## src/rtl/bitstuff_gen.sv

```systemverilog
// -----------------------------------------------------------------------------
// bitstuff_gen
//
// Serial bit-stuffing / destuffing engine with an input FIFO.
//
// Stuff mode (mode_q = 0): after RUN_LEN consecutive 1s of one packet type
// have left the block, a 0 is inserted. It carries the ptype of the run that
// caused it.
// Destuff mode (mode_q = 1): after RUN_LEN consecutive 1s have left the block,
// the next queued bit is consumed silently. If that bit is a 1 instead of the
// expected stuffed 0, stuff_err pulses for one cycle.
//
// Ports
//   clk        in   clock, all state changes on the rising edge
//   rst        in   asynchronous active-high reset
//   mode       in   0 = stuff, 1 = destuff (latched only while idle)
//   flush      in   synchronous clear of FIFO, run counter and pending stuff
//   in_bit     in   serial data bit
//   in_ptype   in   packet-type tag of in_bit
//   in_valid   in   in_bit / in_ptype are valid
//   in_ready   out  FIFO not full
//   out_bit    out  serial output bit
//   out_ptype  out  packet-type tag of out_bit
//   out_valid  out  out_bit / out_ptype are valid
//   out_ready  in   downstream accepts the output bit
//   stuff_err  out  one-cycle pulse: destuff found a 1 where a 0 was stuffed
//   level      out  current FIFO occupancy
// -----------------------------------------------------------------------------
module bitstuff_gen #(
  parameter int RUN_LEN = 6,   // 2..15
  parameter int DEPTH   = 16,  // power of 2, >= 4
  parameter int PTYPE_W = 2
) (
  input  logic                         clk,
  input  logic                         rst,
  input  logic                         mode,
  input  logic                         flush,
  input  logic                         in_bit,
  input  logic [PTYPE_W-1:0]           in_ptype,
  input  logic                         in_valid,
  output logic                         in_ready,
  output logic                         out_bit,
  output logic [PTYPE_W-1:0]           out_ptype,
  output logic                         out_valid,
  input  logic                         out_ready,
  output logic                         stuff_err,
  output logic [$clog2(DEPTH+1)-1:0]   level
);

  localparam int PTR_W = $clog2(DEPTH);
  localparam int LVL_W = $clog2(DEPTH+1);

  // Each entry is {ptype, bit}.
  logic [PTYPE_W:0]     mem_q [DEPTH];
  logic [PTR_W-1:0]     wr_ptr_q, wr_ptr_d;
  logic [PTR_W-1:0]     rd_ptr_q, rd_ptr_d;
  logic [LVL_W-1:0]     level_q, level_d;
  logic [3:0]           run_q, run_d;
  logic [PTYPE_W-1:0]   last_ptype_q, last_ptype_d;
  logic                 mode_q, mode_d;
  logic                 stuff_err_q, stuff_err_d;

  logic                 empty, full;
  logic                 run_hit;
  logic                 stuff_pend;
  logic                 discard;
  logic                 push, pop_data, pop;
  logic                 head_bit;
  logic [PTYPE_W-1:0]   head_ptype;

  assign empty      = (level_q == '0);
  assign full       = (level_q == LVL_W'(DEPTH));
  assign run_hit    = (run_q == 4'(RUN_LEN));
  assign head_bit   = mem_q[rd_ptr_q][0];
  assign head_ptype = mem_q[rd_ptr_q][PTYPE_W:1];

  // A completed run in stuff mode owes a 0 regardless of FIFO contents; it is
  // emitted before anything else so that a held output never changes value.
  assign stuff_pend = ~mode_q & run_hit;
  // A completed run in destuff mode swallows the next queued bit.
  assign discard    = mode_q & run_hit & ~empty;

  assign push     = in_valid & ~full;
  assign pop_data = ~run_hit & ~empty & out_ready;
  assign pop      = pop_data | discard;

  assign in_ready  = ~full;
  assign out_valid = stuff_pend | (~run_hit & ~empty);
  assign out_bit   = stuff_pend ? 1'b0 : head_bit;
  assign out_ptype = stuff_pend ? last_ptype_q : head_ptype;
  assign stuff_err = stuff_err_q;
  assign level     = level_q;

  always_comb begin
    // NOTE: every variable gets a default first so no path can infer a latch.
    wr_ptr_d     = wr_ptr_q;
    rd_ptr_d     = rd_ptr_q;
    level_d      = level_q;
    run_d        = run_q;
    last_ptype_d = last_ptype_q;
    stuff_err_d  = 1'b0;
    // Mode may only change between packets: nothing queued, no stuff owed.
    mode_d       = (empty && !stuff_pend) ? mode : mode_q;

    if (flush) begin
      wr_ptr_d = '0;
      rd_ptr_d = '0;
      level_d  = '0;
      run_d    = '0;
    end else begin
      if (push) wr_ptr_d = wr_ptr_q + PTR_W'(1);
      if (pop)  rd_ptr_d = rd_ptr_q + PTR_W'(1);
      case ({push, pop})
        2'b10:   level_d = level_q + LVL_W'(1);
        2'b01:   level_d = level_q - LVL_W'(1);
        default: level_d = level_q;
      endcase

      if (stuff_pend) begin
        if (out_ready) run_d = '0;
      end else if (discard) begin
        run_d       = '0;
        stuff_err_d = head_bit;
      end else if (pop_data) begin
        last_ptype_d = head_ptype;
        // A new packet type starts a fresh run with its first bit.
        if (head_ptype != last_ptype_q) run_d = {3'b000, head_bit};
        else if (head_bit)              run_d = run_q + 4'd1;
        else                            run_d = '0;
      end
    end
  end

  // NOTE: sequential state uses non-blocking assignments so every register
  // samples the pre-edge values of the others.
  always_ff @(posedge clk or posedge rst) begin
    if (rst) begin
      wr_ptr_q     <= '0;
      rd_ptr_q     <= '0;
      level_q      <= '0;
      run_q        <= '0;
      last_ptype_q <= '0;
      mode_q       <= 1'b0;
      stuff_err_q  <= 1'b0;
    end else begin
      wr_ptr_q     <= wr_ptr_d;
      rd_ptr_q     <= rd_ptr_d;
      level_q      <= level_d;
      run_q        <= run_d;
      last_ptype_q <= last_ptype_d;
      mode_q       <= mode_d;
      stuff_err_q  <= stuff_err_d;
    end
  end

  // NOTE: the storage array has no reset; occupancy and pointers define which
  // entries are meaningful, so stale contents are never observed.
  always_ff @(posedge clk) begin
    if (push && !flush) mem_q[wr_ptr_q] <= {in_ptype, in_bit};
  end

endmodule
```

## config.mk

```make
export PLATFORM = sky130hd
export DESIGN_NAME = bitstuff_gen
export DESIGN_NICKNAME = d
export VERILOG_FILES = /design/src/rtl/bitstuff_gen.sv
export SDC_FILE = /design/constraint.sdc
export NUM_CORES = 1
export LEC_CHECK = 0
export ABC_AREA = 1
export CORE_MARGIN = 4
export CORE_UTILIZATION = 30
export DETAILED_ROUTE_END_ITERATION = 10
export GPL_TIMING_DRIVEN = 1
export PLACE_DENSITY_LB_ADDON = 0.08
export SLEW_MARGIN = 15
export SYNTH_ARGS = -nofsm -noshare
export SYNTH_HDL_FRONTEND = slang
export SYNTH_SLANG_ARGS = --single-unit
```

## constraint.sdc

```tcl
create_clock -name clk -period 2.3 [get_ports clk]
set_clock_uncertainty 0.05 [all_clocks]
set_input_delay 0.23 -clock clk [delete_from_list [all_inputs] [get_ports clk]]
set_output_delay 0.23 -clock clk [all_outputs]
set_load 0.1 [all_outputs]
```

==> summary.md, run 1 <==
| Metric | Value |
|---|---|
| Run status | completed |
| 1st-iter DRT viols | 107 |
| Max stage delay on crit path | 0.42 ns |
| First-pass GRT wire length | 13,620 um |
| Clock sinks | 69 |
| Ant. Diodes | 0 |
| Multi-input gate area | 0.001375 mm2 |
| Leading area contributor after synthesis | edfxtp_1 |
| Setup violations, final | 0 |
| VDD IR max | 619.5 uV |
| Total CTS buffers | 9 |
| # rows | 38 |
| Nature of the critical path startpoint | flop |
| FF-to-FF path depth | 18 |
| I/O Pins | 20 |
| CTS tree | yes |
| Yosys warning total | 0 |
| Final min period | 2.229 ns |
| Drt drc | 0 |
| Max frequency | 0.4485 GHz |
| Worst EP required | 2.02 ns |
| Max-slew headroom | 0.5672 |
| Sequential Power Share | 0.309 |
| Main area contributors after synthesis | edfxtp_1 42%, dfrtp_1 15%, nor2_1 6.1%, nand2_1 5.0%, nand3_1 4.2% |
| Die area | 0.01320 mm2 |
| Psw | 2.055 mW |
| IO Port Bufs | 19 |
| Seq/Total Area, Yosys | 0.5739 |
| Clock share of power | 0.277 |
| Core Footprint | 0.01103 mm2 |
| Top-count cell post-synth | nor2_1 |
| Mapped Cells | 344 |
| Yosys top cell area share | 0.4206 |
| Utilization after layout | 0.3975 |
| Crit path max fanout | 7 |
| Reg-to-Reg Start | run_q[0] |
| WP data arrival | 1.95 ns |
| CTS Buffer Depth | 2 |
| Sequential cell area | 0.001984 mm2 |
| Routed WL per cell | 15.72 um |
| Gr usage total | 0.1373 |
| Combinational Power Share | 0.414 |
| Crit share post-route | 0.9693 |
| Worst-path clk slew | 0.06 ns |
| Mapped cell area | 0.003427 mm2 |
| Worst hold path type | in2async |
| Final Non-Filler Cells | 533 |
| Die Ht | 114.9 um |
| RSZ-0062 raised after global routing | yes |
| Internal | 2.968 mW |
| Final hold violation count | 0 |
| Initial antenna violation count | 0 |
| Layout cells sized above 1 | 0.2774 |
| Worst Setup SP | rd_ptr_q[0] |
| Top_reg_cell synth | edfxtp_1 |
| Synth async-reset ratio | 0.3043 |
| Via count | 2,548 |
| Flop2flop setup slack | 0.21 ns |
| Max Cap Viol | 0 |
| RR Endpoint | level[4] |
| Switching fraction of total power | 0.4091 |
| CTS root buf | clkbuf_16 |
| Clk_lat worst skew | 0.34 ns |
| Final WL | 8378 um |
| Vias per cell | 4.780 |
| Largest net degree at the start of global routing | 17 |
| Avg Inst Size Synth | 9.962 um2 |
| Slew Limit Fails | 0 |
| Initial Utilization | 0.3107 |
| Slowest cell on crit path | dfrtp_1 |
| Routed Antenna Nets | 0 |
| Worst-path cell chain | inv_2 > buf_8 > buf_8 > o21ai_2 > o211ai_1 > nand3_2 > nand2_2 > nand2_2 > o21ai_4 > buf_12 |
| Worst setup path endpoint | out_ptype[0] |
| Die width | 114.9 um |
| Global route overflow | 0 |
| Yosys reg bits | 69 |
| Placed Cells | 505 |
| Synth cell types | 28 |
| P_leak | 1.726 nW |
| Net count, final | 406 |
| Max H-tree Level | 3 |
| Crit Path Class | reg2out |
| Crit path capture type | output port |
| Vias in the first global route | 2,520 |
| Top post-synthesis cells by count | 56 x nor2_1, 48 x edfxtp_1, 46 x nand2_1 |
| EDFF count, synth | 48 |
| Filler cells | 1,127 |
| Gpl congestion | 0.7810 |
| Detail Placement HPWL | 5894 um |
| Router iterations before antenna repair | 4 |
| Syn_nets | 362 |
| Worst Max-Slew Pin Slew | 0.6472 ns |
| Layout area overhead | 27.93% |
| Power per cell area | 1146 mW/mm2 |
==> metal layers <==
layer	global-route usage	routed length (um)	share of wire	vias to the layer above
li1	-	-	-	1263
met4	0.07042	218	0.026	0
met1	0.1850	4069	0.49	1238
met5	0	0	0	-
met3	0.02579	134	0.016	19
met2	0.2106	3955	0.47	28
==> cells by family (layout without fill, tap and decap cells) <==
logic type               after synthesis  count (layout)  synth area share
AO/OA/AOI/OAI                         58              58           0.09383
XOR/XNOR                               3               3          0.007668
adder cells (fa/ha/maj)                9               9           0.03286
buffers and inverters                 46              95           0.06389
flip-flops                            69              69            0.5739
AND/OR/NAND/NOR                      159             159            0.2278
==> through the flow <==
step / TNS (ns) / cell area, um2 / power (mW) / setup WS, ns / hold WS [ns]
4_1_cts: 0 / 4223 / 4.920 / 0.004888 / 0.1516
5_1_grt: -0.1003 / 4384 / 5.316 / -0.04880 / 0.1761
2_1_floorplan: -0.8266 / 3478 / 2.978 / -0.3953 / 0.1565
3_3_place_gp: 0 / 3869 / 3.508 / 0.2187 / 0.4418
6_report: 0 / 4384 / 5.022 / 0.07051 / 0.1372
3_5_place_dp: 0 / 3869 / 3.507 / 0.2049 / 0.4372
==> worst min path at each step <==
stage                      end  slack, ns      from
2_1_floorplan  last_ptype_q[0]       0.16       rst
3_3_place_gp          run_q[3]       0.44  run_q[3]
3_5_place_dp          run_q[3]       0.44  run_q[3]
4_1_cts            wr_ptr_q[2]       0.15       rst
5_1_grt               level[3]       0.18       rst
6_report              level[3]       0.14       rst
==> power by group through the flow <==
stage | Sequential [mW] | Combinational, mW | Clock [mW]
finish | 1.55 | 2.08 | 1.39
global route | 1.57 | 2.26 | 1.48
CTS | 1.55 | 1.95 | 1.42
detailed placement | 1.57 | 1.93 | 0
global placement | 1.58 | 1.93 | 0
floorplan | 1.77 | 1.21 | 0
==> state kept, by name, summed over array words and instances, names as in the netlist <==
name	cells
last_ptype_q	2
level	5
mem_q	48
mode_q	1
rd_ptr_q	4
run_q	4
stuff_err	1
wr_ptr_q	4
==> placed cells by master (no fill, tap or decap), types with 9 or more instances in the layout <==
master     count
nor2_1        54
edfxtp_1      48
nand2_1       43
buf_4         26
inv_1         25
nand3_1       23
o21ai_0       22
dfrtp_1       15
inv_2         11
o21ai_1       11
clkbuf_16      9
==> layout make-up <==
class	count	area share
clock buffers	10	0.05223
well taps	140	0.03995
inverters	37	0.03225
multi-input cells	229	0.3136
flip-flops and latches	69	0.4526
clock inverters	6	0.01627
repair buffers	42	0.09304
==> critical path, delay by kind of cell (launching register included) <==
family,cells,cell delay (ns)
and+or+nand+nor,3,0.37
AOI/OAI and AO/OA,3,0.25
DFF,1,0.42
buffers and inverters,4,0.58
==> what timing repair did <==
| item | in CTS | in global routing |
|---|---|---|
| hold buffers | 0 | 0 |
| setup buffers | 5 | 7 |
| setup endpoints to repair | 2 | 8 |
| cloned | 0 | 1 |
| resized for setup | 5 | 33 |
| pin swaps | 2 | 15 |
Power figures use the tool's default switching activity.
==> run 2, diff against run 1 <==
--- a/config.mk
+++ b/config.mk
@@ -5,8 +5,9 @@
 export SDC_FILE = /design/constraint.sdc
 export NUM_CORES = 1
 export LEC_CHECK = 0
-export ABC_AREA = 1
-export CORE_MARGIN = 4
+export ABC_AREA = 0
+export CAP_MARGIN = 20
+export CORE_MARGIN = 5
 export CORE_UTILIZATION = 30
 export DETAILED_ROUTE_END_ITERATION = 10
 export GPL_TIMING_DRIVEN = 1
==> run 2 against run 1 <==
Net effect:
- the run now ends with setup timing left
- global-route usage is 0.69 points lower
- total power is 16% higher
- largest cell class unchanged
- combinational power is 54% higher
- cell area is 11% higher
- worst hold slack better by 0.039 ns
- via count is 8.0% lower
- die area is 0.88% higher
==> summary.md, run 2 <==
| Metric | Value |
|---|---|
| IO Port Bufs | 19 (unchanged) |
| Ant. Diodes | 0 (unchanged) |
| Yosys reg bits | 69 (unchanged) |
| Seq/Total Area, Yosys | 0.5903 (+0.01638) |
| Max-slew headroom | 0.5895 (+0.02230) |
| Avg Inst Size Synth | 13.02 um2 (+31%) |
| Vias per cell | 4.709 (-1.5%) |
| Net count, final | 371 (-8.6%) |
| Router iterations before antenna repair | 4 (unchanged) |
| Initial Utilization | 0.3074 (-0.003321) |
| WP buf/inv | 0 (-4) |
| Most common library cell in the layout ignoring fill and taps | buf_4 |
| Worst Max-Slew Pin Slew | 0.6138 ns (-0.03335 ns) |
| Failing checks | setup timing |
| Die width | 115.4 um (+0.44%) |
| RR Endpoint | level[4] |
| Synth cell types | 57 (+100%) |
| Filler cells | 1,019 (-9.6%) |
| Crit Path Class | reg2reg |
| Synth async-reset ratio | 0.3043 (unchanged) |
| Place WS | -0.4876 ns (-0.6925 ns) |
| Most frequent cells in the layout | 67 x buf_4, 48 x edfxtp_1, 32 x nor2_1, 15 x dfrtp_1, 13 x nand2_1 |
| RSZ-0062 raised after global routing | yes |
| Final min period | 2.783 ns (+0.5540 ns) |
| Worst-path cell chain | or4_4 > mux2i_2 > or2_4 > xnor2_2 > ha_2 > nor2_1 > o31ai_1 > a31oi_1 > or4_1 > o211ai_1 |
| Top-count cell post-synth | edfxtp_1 |
| Largest net degree at the start of global routing | 22 (+5) |
| Crit path capture type | flop |
| Met1 Use GR | 0.1839 (-0.001126) |
| Max stage delay on crit path | 0.55 ns (+0.13 ns) |
| WP data arrival | 2.98 ns (+1.03 ns) |
| Clock sinks | 69 (unchanged) |
| VDD IR max | 1313 uV (+110%) |
| Core Footprint | 0.01084 mm2 (-1.7%) |
| CTS root buf | clkbuf_8 |
| M2 GR Usage | 0.2002 (-0.01042) |
| Worst EP required | 2.50 ns (+0.48 ns) |
| 1st-iter DRT viols | 72 (-33%) |
| Top post-synthesis cells by count | 48 x edfxtp_1, 36 x nor2_1, 21 x dfrtp_1 |
| Max Cap Viol | 0 (unchanged) |
| Setup violations, final | 13 (+13) |
| P_leak | 1.854 nW (+7.4%) |
| Yosys warning total | 0 (unchanged) |
| GR peak layer | met2 |
| I/O Pins | 20 (unchanged) |
| Reg-to-Reg Start | level[3] |
| Crit share post-route | 1.210 (+0.2409) |
| Worst-path clk slew | 0.08 ns (+0.02 ns) |
| Max reg flops | 48 (unchanged) |
| Utilization after layout | 0.4475 (+0.05002) |
| Mapped cell area | 0.003332 mm2 (-2.8%) |
| Initial antenna violation count | 0 (unchanged) |
| Leading area contributor after synthesis | edfxtp_1 |
| CTS Buffer Depth | 2 (unchanged) |
| FF-to-FF path depth | 10 (-8) |
| Flop2flop setup slack | -0.48 ns (-0.69 ns) |
| Slew Limit Fails | 0 (unchanged) |
| CTS tree | yes |
| Met3 GRT Util | 0.02263 (-0.003158) |
| Die area | 0.01331 mm2 (+0.88%) |
| Yosys top cell area share | 0.4326 (+0.01200) |
| # rows | 38 (unchanged) |
| Drt drc | 0 (unchanged) |
| Worst hold path type | in2async |
| Max frequency | 0.3593 GHz (-20%) |
| Via count | 2,345 (-8.0%) |
| Final WL | 8261 um (-1.4%) |
| First-pass GRT wire length | 13,050 um (-4.2%) |
| Slowest cell on crit path | or4_4 |
| Routed WL per cell | 16.59 um (+5.5%) |
| Main area contributors after synthesis | edfxtp_1 43%, dfrtp_1 16%, nor2_1 4.1%, mux2i_1 3.9%, ha_1 3.4% |
| Vias in the first global route | 2,424 (-3.8%) |
| Syn_nets | 274 (-24%) |
| Nature of the critical path startpoint | flop |
| CP top delay family | simple AND/OR/NAND/NOR gates |
| Global route overflow | 0 (unchanged) |
| Top_reg_cell synth | edfxtp_1 |
| Mapped Cells | 256 (-26%) |
| Run status | finished, violations left |
| Layout area overhead | 45.59% |
| Routed Antenna Nets | 0 (unchanged) |
| Gr usage total | 0.1304 (-0.006924) |
| Gpl congestion | 0.7353 (-5.9%) |
| Clk_lat worst skew | 0.35 ns (about the same) |
| Max H-tree Level | 3 (unchanged) |
| Die Ht | 115.4 um (+0.44%) |
| Crit path max fanout | 3 (-4) |
| Biggest register | mem_q |
| Power per cell area | 1204 mW/mm2 (+5.1%) |
| Detail Placement HPWL | 5621 um (-4.6%) |
| Setup ws final | -0.4834 ns (-0.5540 ns) |
| Final hold violation count | 0 (unchanged) |
| Layout cells sized above 1 | 0.4553 (+0.1780) |
| EDFF count, synth | 48 (unchanged) |
| Total CTS buffers | 9 (unchanged) |
-- run 2: cells by family (layout without fill, tap and decap cells) --
logic type / Yosys count / count (layout) / synth area share
XOR/XNOR: 11 / 11 / 0.02891
buffers and inverters: 20 / 122 / 0.03530
AND/OR/NAND/NOR: 83 / 83 / 0.1224
flip-flops: 69 / 69 / 0.5903
adder cells (fa/ha/maj): 9 / 9 / 0.03380
AO/OA/AOI/OAI: 40 / 40 / 0.09612
multiplexers: 24 / 24 / 0.09313
-- run 2: per-layer routing --
| metal | share of wire | routed length [um] |
|---|---|---|
| met4 | 0.016 | 129 |
| met3 | 0.029 | 237 |
| met5 | 0 | 0 |
| met2 | 0.48 | 3952 |
| met1 | 0.48 | 3941 |
-- run 2: report_power, final --
| part | internal, mW | switching (mW) | leakage [nW] | total, mW |
|---|---|---|---|---|
| Combinational | 1.48 | 1.73 | 1.04 | 3.20 |
| Clock | 0.614 | 0.494 | 0.107 | 1.11 |
| Sequential | 1.45 | 0.0750 | 0.702 | 1.53 |
-- run 2: cell type report --
cell class / instances / area (um2) / area share
Inverter: 11 / 43.79 / 0.009028
Clock inverter: 7 / 97.59 / 0.02012
Clock buffer: 9 / 123.9 / 0.02554
Multi-Input combinational cell: 167 / 1545 / 0.3185
Timing Repair Buffer: 95 / 885.9 / 0.1826
Tap cell: 140 / 175.2 / 0.03611
Sequential cell: 69 / 1979 / 0.4080
-- run 2: stage by stage --
step,hold WS (ns),power [mW],std cells,instance area (um2),setup TNS (ns)
after floorplan,0.1564,3.202,256,3378,-1.564
after global placement,0.4692,4.129,464,4138,-1.282
after detailed placement,0.4801,4.127,464,4138,-1.462
after CTS,0.1668,5.585,492,4598,-2.089
after global routing,0.2158,6.149,498,4851,-3.189
final,0.1760,5.840,498,4851,-2.331
-- run 2: timing repair --
action | 4_1_cts | 5_1_grt
setup endpoints to repair | 11 | 15
pin swaps | 8 | 22
cloned | 0 | 1
hold buffers | 0 | 0
gates resized for setup | 32 | 39
setup buffers | 12 | 6
-- run 2: worst max-delay path by stage --
stage,startpoint,to,slack [ns],depth (start not counted)
3_3_place_gp,level[3],level[4],-0.43,10
6_report,level[3],level[4],-0.48,10
5_1_grt,level[3],level[4],-0.56,10
3_5_place_dp,level[3],level[4],-0.49,10
4_1_cts,level[3],level[4],-0.47,10
2_1_floorplan,level[1],level[4],-0.73,12
-- run 2: tightest hold or removal path: stages --
cell             delay (ns)
clkdlybuf4s50_1        0.39
inv_1                  0.05
buf_4                  0.30
